$ cat src/rtl/tt_stim_pkg.sv
// Shared types and helpers for the stimulus sequencer / response capture unit.
// Holds the mode and state encodings, the Galois LFSR tap constants and the
// single-step LFSR helper used by both the pattern generator and the MISR.
package tt_stim_pkg;

  typedef enum logic [1:0] {
    MODE_COUNT = 2'd0,
    MODE_LFSR  = 2'd1,
    MODE_WALK  = 2'd2,
    MODE_RSVD  = 2'd3
  } mode_e;

  typedef enum logic [1:0] {
    ST_IDLE = 2'd0,
    ST_RUN  = 2'd1,
    ST_WAIT = 2'd2,
    ST_DONE = 2'd3
  } state_e;

  localparam logic [7:0]  LFSR_TAPS_8  = 8'hB8;
  localparam logic [15:0] LFSR_TAPS_16 = 16'hB400;

  // Right-shifting Galois step; an 8-bit value lives in the low byte with the
  // upper byte zero, so the same routine serves both supported widths.
  function automatic logic [15:0] lfsr_step(input logic [15:0] v, input logic wide);
    logic [15:0] taps;
    taps = wide ? LFSR_TAPS_16 : {8'h00, LFSR_TAPS_8};
    return v[0] ? ((v >> 1) ^ taps) : (v >> 1);
  endfunction

endpackage

$ cat src/rtl/tt_stim_capture_patgen.sv
// Pattern generator: count, Galois LFSR or walking-one sequence.
// load latches the mode and presents pattern 0; advance steps to the next one.
module tt_stim_capture_patgen
  import tt_stim_pkg::*;
#(
  parameter int               WIDTH = 8,
  parameter logic [WIDTH-1:0] SEED  = 8'h01
) (
  input  logic             clk,
  input  logic             rst,
  input  logic [1:0]       mode,
  input  logic             load,
  input  logic             advance,
  output logic [WIDTH-1:0] value
);

  mode_e            mode_q, mode_d;
  logic [WIDTH-1:0] value_q, value_d;

  // Next pattern: load selects pattern 0 of the requested mode, advance steps it.
  always_comb begin
    mode_d  = mode_q;
    value_d = value_q;
    if (load) begin
      mode_d = mode_e'(mode);
      case (mode_e'(mode))
        MODE_LFSR: value_d = SEED;
        MODE_WALK: value_d = WIDTH'(1);
        default:   value_d = '0;
      endcase
    end else if (advance) begin
      case (mode_q)
        MODE_LFSR: value_d = WIDTH'(lfsr_step(16'(value_q), WIDTH == 16));
        MODE_WALK: value_d = {value_q[WIDTH-2:0], value_q[WIDTH-1]};
        default:   value_d = value_q + WIDTH'(1);
      endcase
    end
  end

  // Pattern and latched-mode registers.
  always_ff @(posedge clk or posedge rst) begin
    if (rst) begin
      mode_q  <= MODE_COUNT;
      value_q <= '0;
    end else begin
      mode_q  <= mode_d;
      value_q <= value_d;
    end
  end

  assign value = value_q;

endmodule

$ cat src/rtl/tt_stim_capture.sv
// Stimulus sequencer and response capture unit for on-chip self-test.
// Drives a pattern stream, samples the response LAT cycles later, keeps the
// first DEPTH responses for readout in DONE. Define TT_STIM_MISR_EN to fold
// every response into a MISR signature; otherwise signature reads 0.
module tt_stim_capture
  import tt_stim_pkg::*;
#(
  parameter int               WIDTH = 8,
  parameter int               DEPTH = 16,
  parameter int               LEN_W = 8,
  parameter int               LAT   = 1,
  parameter logic [WIDTH-1:0] SEED  = 8'h01
) (
  input  logic                       clk,
  input  logic                       rst,
  input  logic                       start,
  input  logic [1:0]                 mode,
  input  logic [LEN_W-1:0]           length,
  output logic [WIDTH-1:0]           stim_out,
  input  logic [WIDTH-1:0]           resp_in,
  output logic                       busy,
  output logic                       done,
  output logic                       rd_valid,
  input  logic                       rd_ready,
  output logic [WIDTH-1:0]           rd_data,
  output logic [$clog2(DEPTH):0]     cap_count,
  output logic [WIDTH-1:0]           signature
);

  localparam int             AW      = $clog2(DEPTH);
  localparam int             CW      = AW + 1;
  localparam logic [CW-1:0]  DEPTH_C = CW'(DEPTH);
  localparam logic [1:0]     LAT_M1  = 2'(LAT - 1);

  state_e            state_q, state_d;
  logic [LEN_W-1:0]  rem_q, rem_d;
  logic [1:0]        wcnt_q, wcnt_d;
  logic [LAT-1:0]    tag_q, tag_d;
  logic [LAT:0]      tag_ext;
  logic [CW-1:0]     cap_count_q, cap_count_d;
  logic [CW-1:0]     rd_ptr_q, rd_ptr_d;
  logic [WIDTH-1:0]  mem [DEPTH];
  logic [WIDTH-1:0]  pg_value;
  logic              pg_load, in_run, capture, wr_en, pop;

  tt_stim_capture_patgen #(
    .WIDTH (WIDTH),
    .SEED  (SEED)
  ) u_patgen (
    .clk     (clk),
    .rst     (rst),
    .mode    (mode),
    .load    (pg_load),
    .advance (in_run),
    .value   (pg_value)
  );

  assign in_run   = (state_q == ST_RUN);
  assign busy     = in_run || (state_q == ST_WAIT);
  assign done     = (state_q == ST_DONE);
  assign stim_out = in_run ? pg_value : '0;
  assign capture  = tag_q[LAT-1];
  assign wr_en    = capture && (cap_count_q < DEPTH_C);
  assign rd_valid = done && (rd_ptr_q != cap_count_q);
  assign pop      = rd_valid && rd_ready;
  assign rd_data  = rd_valid ? mem[rd_ptr_q[AW-1:0]] : '0;
  assign cap_count = cap_count_q;

  // Valid pipe: a tag enters for every stimulus cycle and emerges LAT cycles later.
  assign tag_ext = {tag_q, in_run};
  assign tag_d   = tag_ext[LAT-1:0];

  // Sequencer next state; an accepted start overrides capture/pop bookkeeping.
  always_comb begin
    state_d     = state_q;
    rem_d       = rem_q;
    wcnt_d      = wcnt_q;
    cap_count_d = cap_count_q;
    rd_ptr_d    = rd_ptr_q;
    pg_load     = 1'b0;
    if (wr_en) cap_count_d = cap_count_q + CW'(1);
    if (pop)   rd_ptr_d    = rd_ptr_q + CW'(1);
    case (state_q)
      ST_IDLE, ST_DONE: begin
        if (start) begin
          pg_load     = 1'b1;
          rem_d       = length;
          wcnt_d      = 2'd0;
          cap_count_d = '0;
          rd_ptr_d    = '0;
          state_d     = (length == '0) ? ST_WAIT : ST_RUN;
        end
      end
      ST_RUN: begin
        if (rem_q == LEN_W'(1)) begin
          state_d = ST_WAIT;
          wcnt_d  = 2'd0;
        end else begin
          rem_d = rem_q - LEN_W'(1);
        end
      end
      ST_WAIT: begin
        if (wcnt_q == LAT_M1) state_d = ST_DONE;
        else                  wcnt_d  = wcnt_q + 2'd1;
      end
      default: state_d = ST_IDLE;
    endcase
  end

  // Sequencer, pipe and pointer registers.
  always_ff @(posedge clk or posedge rst) begin
    if (rst) begin
      state_q     <= ST_IDLE;
      rem_q       <= '0;
      wcnt_q      <= '0;
      tag_q       <= '0;
      cap_count_q <= '0;
      rd_ptr_q    <= '0;
    end else begin
      state_q     <= state_d;
      rem_q       <= rem_d;
      wcnt_q      <= wcnt_d;
      tag_q       <= tag_d;
      cap_count_q <= cap_count_d;
      rd_ptr_q    <= rd_ptr_d;
    end
  end

  // Capture buffer; contents need no reset since pointers gate every read.
  always_ff @(posedge clk) begin
    if (wr_en) mem[cap_count_q[AW-1:0]] <= resp_in;
  end

`ifdef TT_STIM_MISR_EN
  logic [WIDTH-1:0] sig_q, sig_d;

  // MISR folds every emerging response, even once the buffer is full.
  always_comb begin
    sig_d = sig_q;
    if (pg_load)      sig_d = '0;
    else if (capture) sig_d = WIDTH'(lfsr_step(16'(sig_q), WIDTH == 16)) ^ resp_in;
  end

  // Signature register.
  always_ff @(posedge clk or posedge rst) begin
    if (rst) sig_q <= '0;
    else     sig_q <= sig_d;
  end

  assign signature = sig_q;
`else
  assign signature = '0;
`endif

endmodule

$ cat config.mk
export PLATFORM = sky130hd
export DESIGN_NAME = tt_stim_capture
export DESIGN_NICKNAME = d
export VERILOG_FILES = /design/src/rtl/tt_stim_pkg.sv /design/src/rtl/tt_stim_capture_patgen.sv /design/src/rtl/tt_stim_capture.sv
export SDC_FILE = /design/constraint.sdc
export NUM_CORES = 1
export LEC_CHECK = 0
export ABC_CLOCK_PERIOD_IN_PS = 2300
export CORE_ASPECT_RATIO = 0.9
export CORE_MARGIN = 4
export CORE_UTILIZATION = 53
export DETAILED_ROUTE_END_ITERATION = 10
export PLACE_DENSITY = 0.76
export SYNTH_ARGS = -nofsm -noshare
export SYNTH_HDL_FRONTEND = slang
export SYNTH_HIERARCHICAL = 1
export SYNTH_SLANG_ARGS = --single-unit
$ cat constraint.sdc
create_clock -name clk -period 2.3 [get_ports clk]
set_clock_uncertainty 0.2 [all_clocks]
set_input_delay 0.69 -clock clk [delete_from_list [all_inputs] [get_ports clk]]
set_output_delay 0.69 -clock clk [all_outputs]
set_load 0.02 [all_outputs]
After elaboration in Yosys (flattened, before gate mapping)
Memory sizes are Yosys's and may differ from the RTL's.
Cells that the tools add are included.
{"block": "op_classes", "muxes": 29, "addsub": 5, "bitwise_logic": 1, "n_eq_ne": 14, "reduce_logical": 14, "n_lt_le_gt_ge": 1}
{"op": "$mux 8", "count": 7}
{"op": "$pmux 8 s2", "count": 2}
{"op": "$mux 5", "count": 6}
{"op": "$mux 2", "count": 7}
{"op": "$pmux 2 s3", "count": 2}
{"op": "$add 5x1->5 const B", "count": 2}
{"op": "$reduce_and 3->1", "count": 3}
{"op": "$add 8x1->8 const B", "count": 1}
{"op": "$eq 2x2->1 const B", "count": 4}
{"op": "$eq 8x1->1 const B", "count": 1}
{"op": "$logic_not 8->1", "count": 1}
{"op": "$sub 8x1->8 const B", "count": 1}
{"op": "$eq 2x1->1 const B", "count": 3}
{"op": "$ne 2x2->1 const B", "count": 3}
{"op": "$lt 5x5->1 const B", "count": 1}
{"op": "$mux 1", "count": 5}
{"op": "$ne 5x5->1", "count": 1}
{"op": "$logic_not 2->1", "count": 2}
{"op": "$ne 2x1->1 const B", "count": 2}
{"op": "$not 3->4", "count": 1}
{"op": "$reduce_bool 2->1", "count": 2}
{"op": "$reduce_or 2->1", "count": 2}
{"op": "$logic_and 1x1->1", "count": 3}
{"op": "$add 2x1->2 const B", "count": 1}
{"op": "$logic_or 1x1->1", "count": 1}
{"block": "totals", "register_bits": 33, "output_inout_bits": 32, "mem_bits_rw": 128, "n_memories": 1}
{"memory": "mem", "depth": 16, "word_bits": 8, "rd": 1, "rd_ports_with_merged_regs": 0, "write_ports": 1, "line_no": "tt_stim_capture.sv:42", "text": "logic [WIDTH-1:0] mem [DEPTH];"}

Logic depth before layout (Yosys ltp)
{"block": "depth", "ltp_word": 6, "ltp_mapped": 8, "depth_no_buf": 6}

Modules after synthesis
Netlist, hierarchy kept.
{"mod": "tt_stim_capture", "area_each_um2": 6617.6, "instances": 1, "cells_each": 414}
{"mod": "tt_stim_capture_patgen", "area_each_um2": 718.2, "instances": 1, "cells_each": 85}

Least setup slack after synthesis
OpenSTA, ideal clock, no wires.
{"block": "synth_path", "path_type": "reg2out", "startpoint": "register rd_ptr_q[0]", "endpoint": "output rd_data[0]", "required_ns": 1.410, "stages_incl_launch_ff": 6, "path_slack_ns": -0.306, "arrival_time_ns": 1.716, "path_cell_list": "dfrtp_1 > buf_4 > buf_4 > mux4_2 > mux2i_1 > a211oi_1"}
{"block": "synth_between", "elab_chain_len": 3}
{"item": "from (decl)", "line_no": "tt_stim_capture.sv:41", "text": "logic [CW-1:0] rd_ptr_q, rd_ptr_d;"}
{"item": "from (signal assigned)", "line_no": "tt_stim_capture.sv:125", "text": "rd_ptr_q <= rd_ptr_d;"}
{"item": "parallel branches: the longest is 2 deep, another holds $mem_v2 16x8"}
{"item": "$mux 8 (*)", "line_no": "tt_stim_capture.sv:66", "text": "assign rd_data = rd_valid ? mem[rd_ptr_q[AW-1:0]] : '0;"}
{"item": "to (decl)", "line_no": "tt_stim_capture.sv:25", "text": "output logic [WIDTH-1:0] rd_data,"}
Every way passes the cells marked *.

Final worst setup path
Ends and elaborated chain as after synthesis.

==> flow_summary.toml <==
[global_routing]
grt_start_max_net_pins = 24
grt_usage_pct = 22.18
grt_pass1_vias = 4930
grt_pass1_wl_um = 26850
grt_overflow = 0
antenna_found_initial = 0

[worst_setup_path]
worstPathMaxFanout = 6
endpoint_kind = "output pin"
path_class = "flip-flop to output pin"
cp.arrival_ns = 2.11
critPathRequiredTime_ns = 1.41
cp-start-kind = "flip-flop"

[routing]
drt_iter0_markers = 499
vias = 4885
post_drt_wl_per_cell_um = 20.95
drc_errors = 0
antenna_left = 0
firstDrtPassIters = 5
routed_wl_um = 17060
vias_per_cell = 6.001

[floorplanning]
die_area_um2 = 15790
start_util_pct = 54.49
rows = 40
die_h_um = 119.6
die_w_um = 132.0
io_pins = 54
fp.coreArea_um2 = 13460

[timing]
worst_pin_slew_ns = 0.5573
post-route-period-util_pct = 130.6
final-hold-violation-count = 0
setup-tns-final_ns = -9.063
max_slew_margin_pct = 62.73
drv_slew = 0
rsz0062_at_grt = "yes"
worst_slack_ns = -0.7038
hold-worst-slack_ns = 0.3151
finalCriticalPeriod_ns = 3.004
final-setup-viol-count = 24
fmax_mhz = 332.9

[synth]
ys_seq_elements = 161
synth_edf_count = 128
yosysSeqAreaShare_pct = 63.65
ys_types = 58
syn_avg_cell_area_um2 = 14.70
netlist_area_um2 = 7336
synth_top_flop_cell = "edfxtp_1"
synthArstFlopShare_pct = 20.50
synth_cells = 499
ys_warn_count = 6

[clock_network]
numCtsBuffers = 17
root_buffer = "clkbuf_16"
clockBufferDepth = 2
cts_tree = "yes"
clk_latency_ns = 0.43
clkSinkCount = 161
htree_levels = 4
clk_pin_slew_ns = 0.06

[layout]
layout_common_cells = "edfxtp_1, buf_4, nor2_1"
fin_util_pct = 71.82
diodes = 0
drive_gt1_share_pct = 37.00
stdcell_area_um2 = 9669
syn_to_final_growth_pct = 31.81
layout.cells.non_filler = 814
mostFrequentLayoutCell = "edfxtp_1"
fin_nets = 670

[outcome]
status = "finished, violations left"
violations = "setup timing"

[flow_run]
drv_cap = 0

[power]
power_mw = 11.75
power_density_nw_per_um2 = 1215
ir_drop_mv = 0.7060
p_leak_nw = 3.534

[place]
dp.cells = 755
gp_congestion = 0.8496
place_hpwl_um = 10820
pre_cts_ws_ns = -0.7159
portBuffers = 45
postPlaceCellArea_um2 = 8543

[hold_path]
hold_class = "flip-flop to flip-flop"
synthesized netlist by cell type (6+ instances only):
cell type,instances,area (um2)
a21oi_1,19,95.09
clkbuf_1,10,37.54
a211oi_1,15,112.6
a22oi_1,6,45.04
mux2i_1,10,100.1
edfxtp_1,128,3844
xnor2_1,8,70.07
ha_1,15,187.7
nand3_1,8,40.04
o21ai_0,6,30.03
inv_1,22,82.58
buf_2,10,50.05
and2_1,8,50.05
a31oi_1,11,68.82
dfrtp_1,33,825.8
nor2_1,35,131.4
mux4_2,32,720.7
buf_4,11,82.58
nor3_1,8,40.04
nand2_1,26,97.59
nor2b_1,11,68.82
nor4_1,6,37.54
flip-flops by register name, summed over array words and instances, names as in the netlist:
register,flops
cap_count,5
u_patgen/value,8
u_patgen/mode_q,2
mem,128
state_q,2
capture,1
rem_q,8
rd_ptr_q,5
wcnt_q,2
final cells by class:
type / instances / area, um2
tap: 168 / 210.2
fill: 777 / 3794
clock buffer: 18 / 429.2
clock inverter: 14 / 172.7
sequential: 161 / 4673
timing repair buffer: 142 / 1445
inverter: 23 / 91.34
multi-input combinational: 288 / 2648
worst max-delay path, cell delays in order (launching register included):
cell	delay, ns
dfrtp_2	0.43
bufbuf_16	0.29
xnor2_4	0.13
nand4_1	0.17
o21ai_4	0.20
buf_12	0.17
buf_12	0.11
a211oi_2	0.03
buf_4	0.16
worst paths after layout:
kind / slack, ns / to / depth (start not counted) / from
max in group asynchronous: 1.17 / rd_ptr_q[1] / 3 / rst
worst max register to register: -0.17 / rem_q[7] / 10 / state_q[0]
worst min-delay path: 0.32 / wcnt_q[1] / 2 / wcnt_q[1]
worst max-delay path: -0.70 / rd_data[0] / 8 / rd_ptr_q[0]
min in group asynchronous: 0.38 / u_patgen/value[7] / 2 / rst
worst min register to register: 0.32 / wcnt_q[1] / 2 / wcnt_q[1]
cells by family after synthesis:
| group | Yosys count | share of synthesized area [%] |
|---|---|---|
| and+or+nand+nor | 126 | 9.023 |
| adders and majority gates | 15 | 2.558 |
| other | 1 | 0.05112 |
| xor gates and xnor gates | 12 | 1.433 |
| muxes | 42 | 11.19 |
| buffers and inverters | 57 | 4.076 |
| DFF | 161 | 63.65 |
| AOI/OAI and AO/OA | 85 | 8.016 |
report_power, final:
group | total [mW] | switching (mW) | internal [mW] | leakage [nW]
combinational | 5.15 | 2.49 | 2.66 | 1.67
sequential | 3.74 | 0.274 | 3.47 | 1.57
clock | 2.86 | 1.22 | 1.64 | 0.292
per-layer routing:
metal,up-vias,share of wire [%],track usage [%]
met5,-,0,0
met4,0,1.6,6.102
met3,37,6.3,4.987
met2,215,51,36.41
met1,2448,42,30.20
li1,2185,-,-
repair_timing:
item                       CTS  global route
hold buffers                 0             0
setup buffers               16            10
gates resized for setup    140            37
gates cloned                 3             1
setup endpoints to repair   28            25
pin swaps                    8            12
No activity file was read; power rests on OpenSTA's default activity.
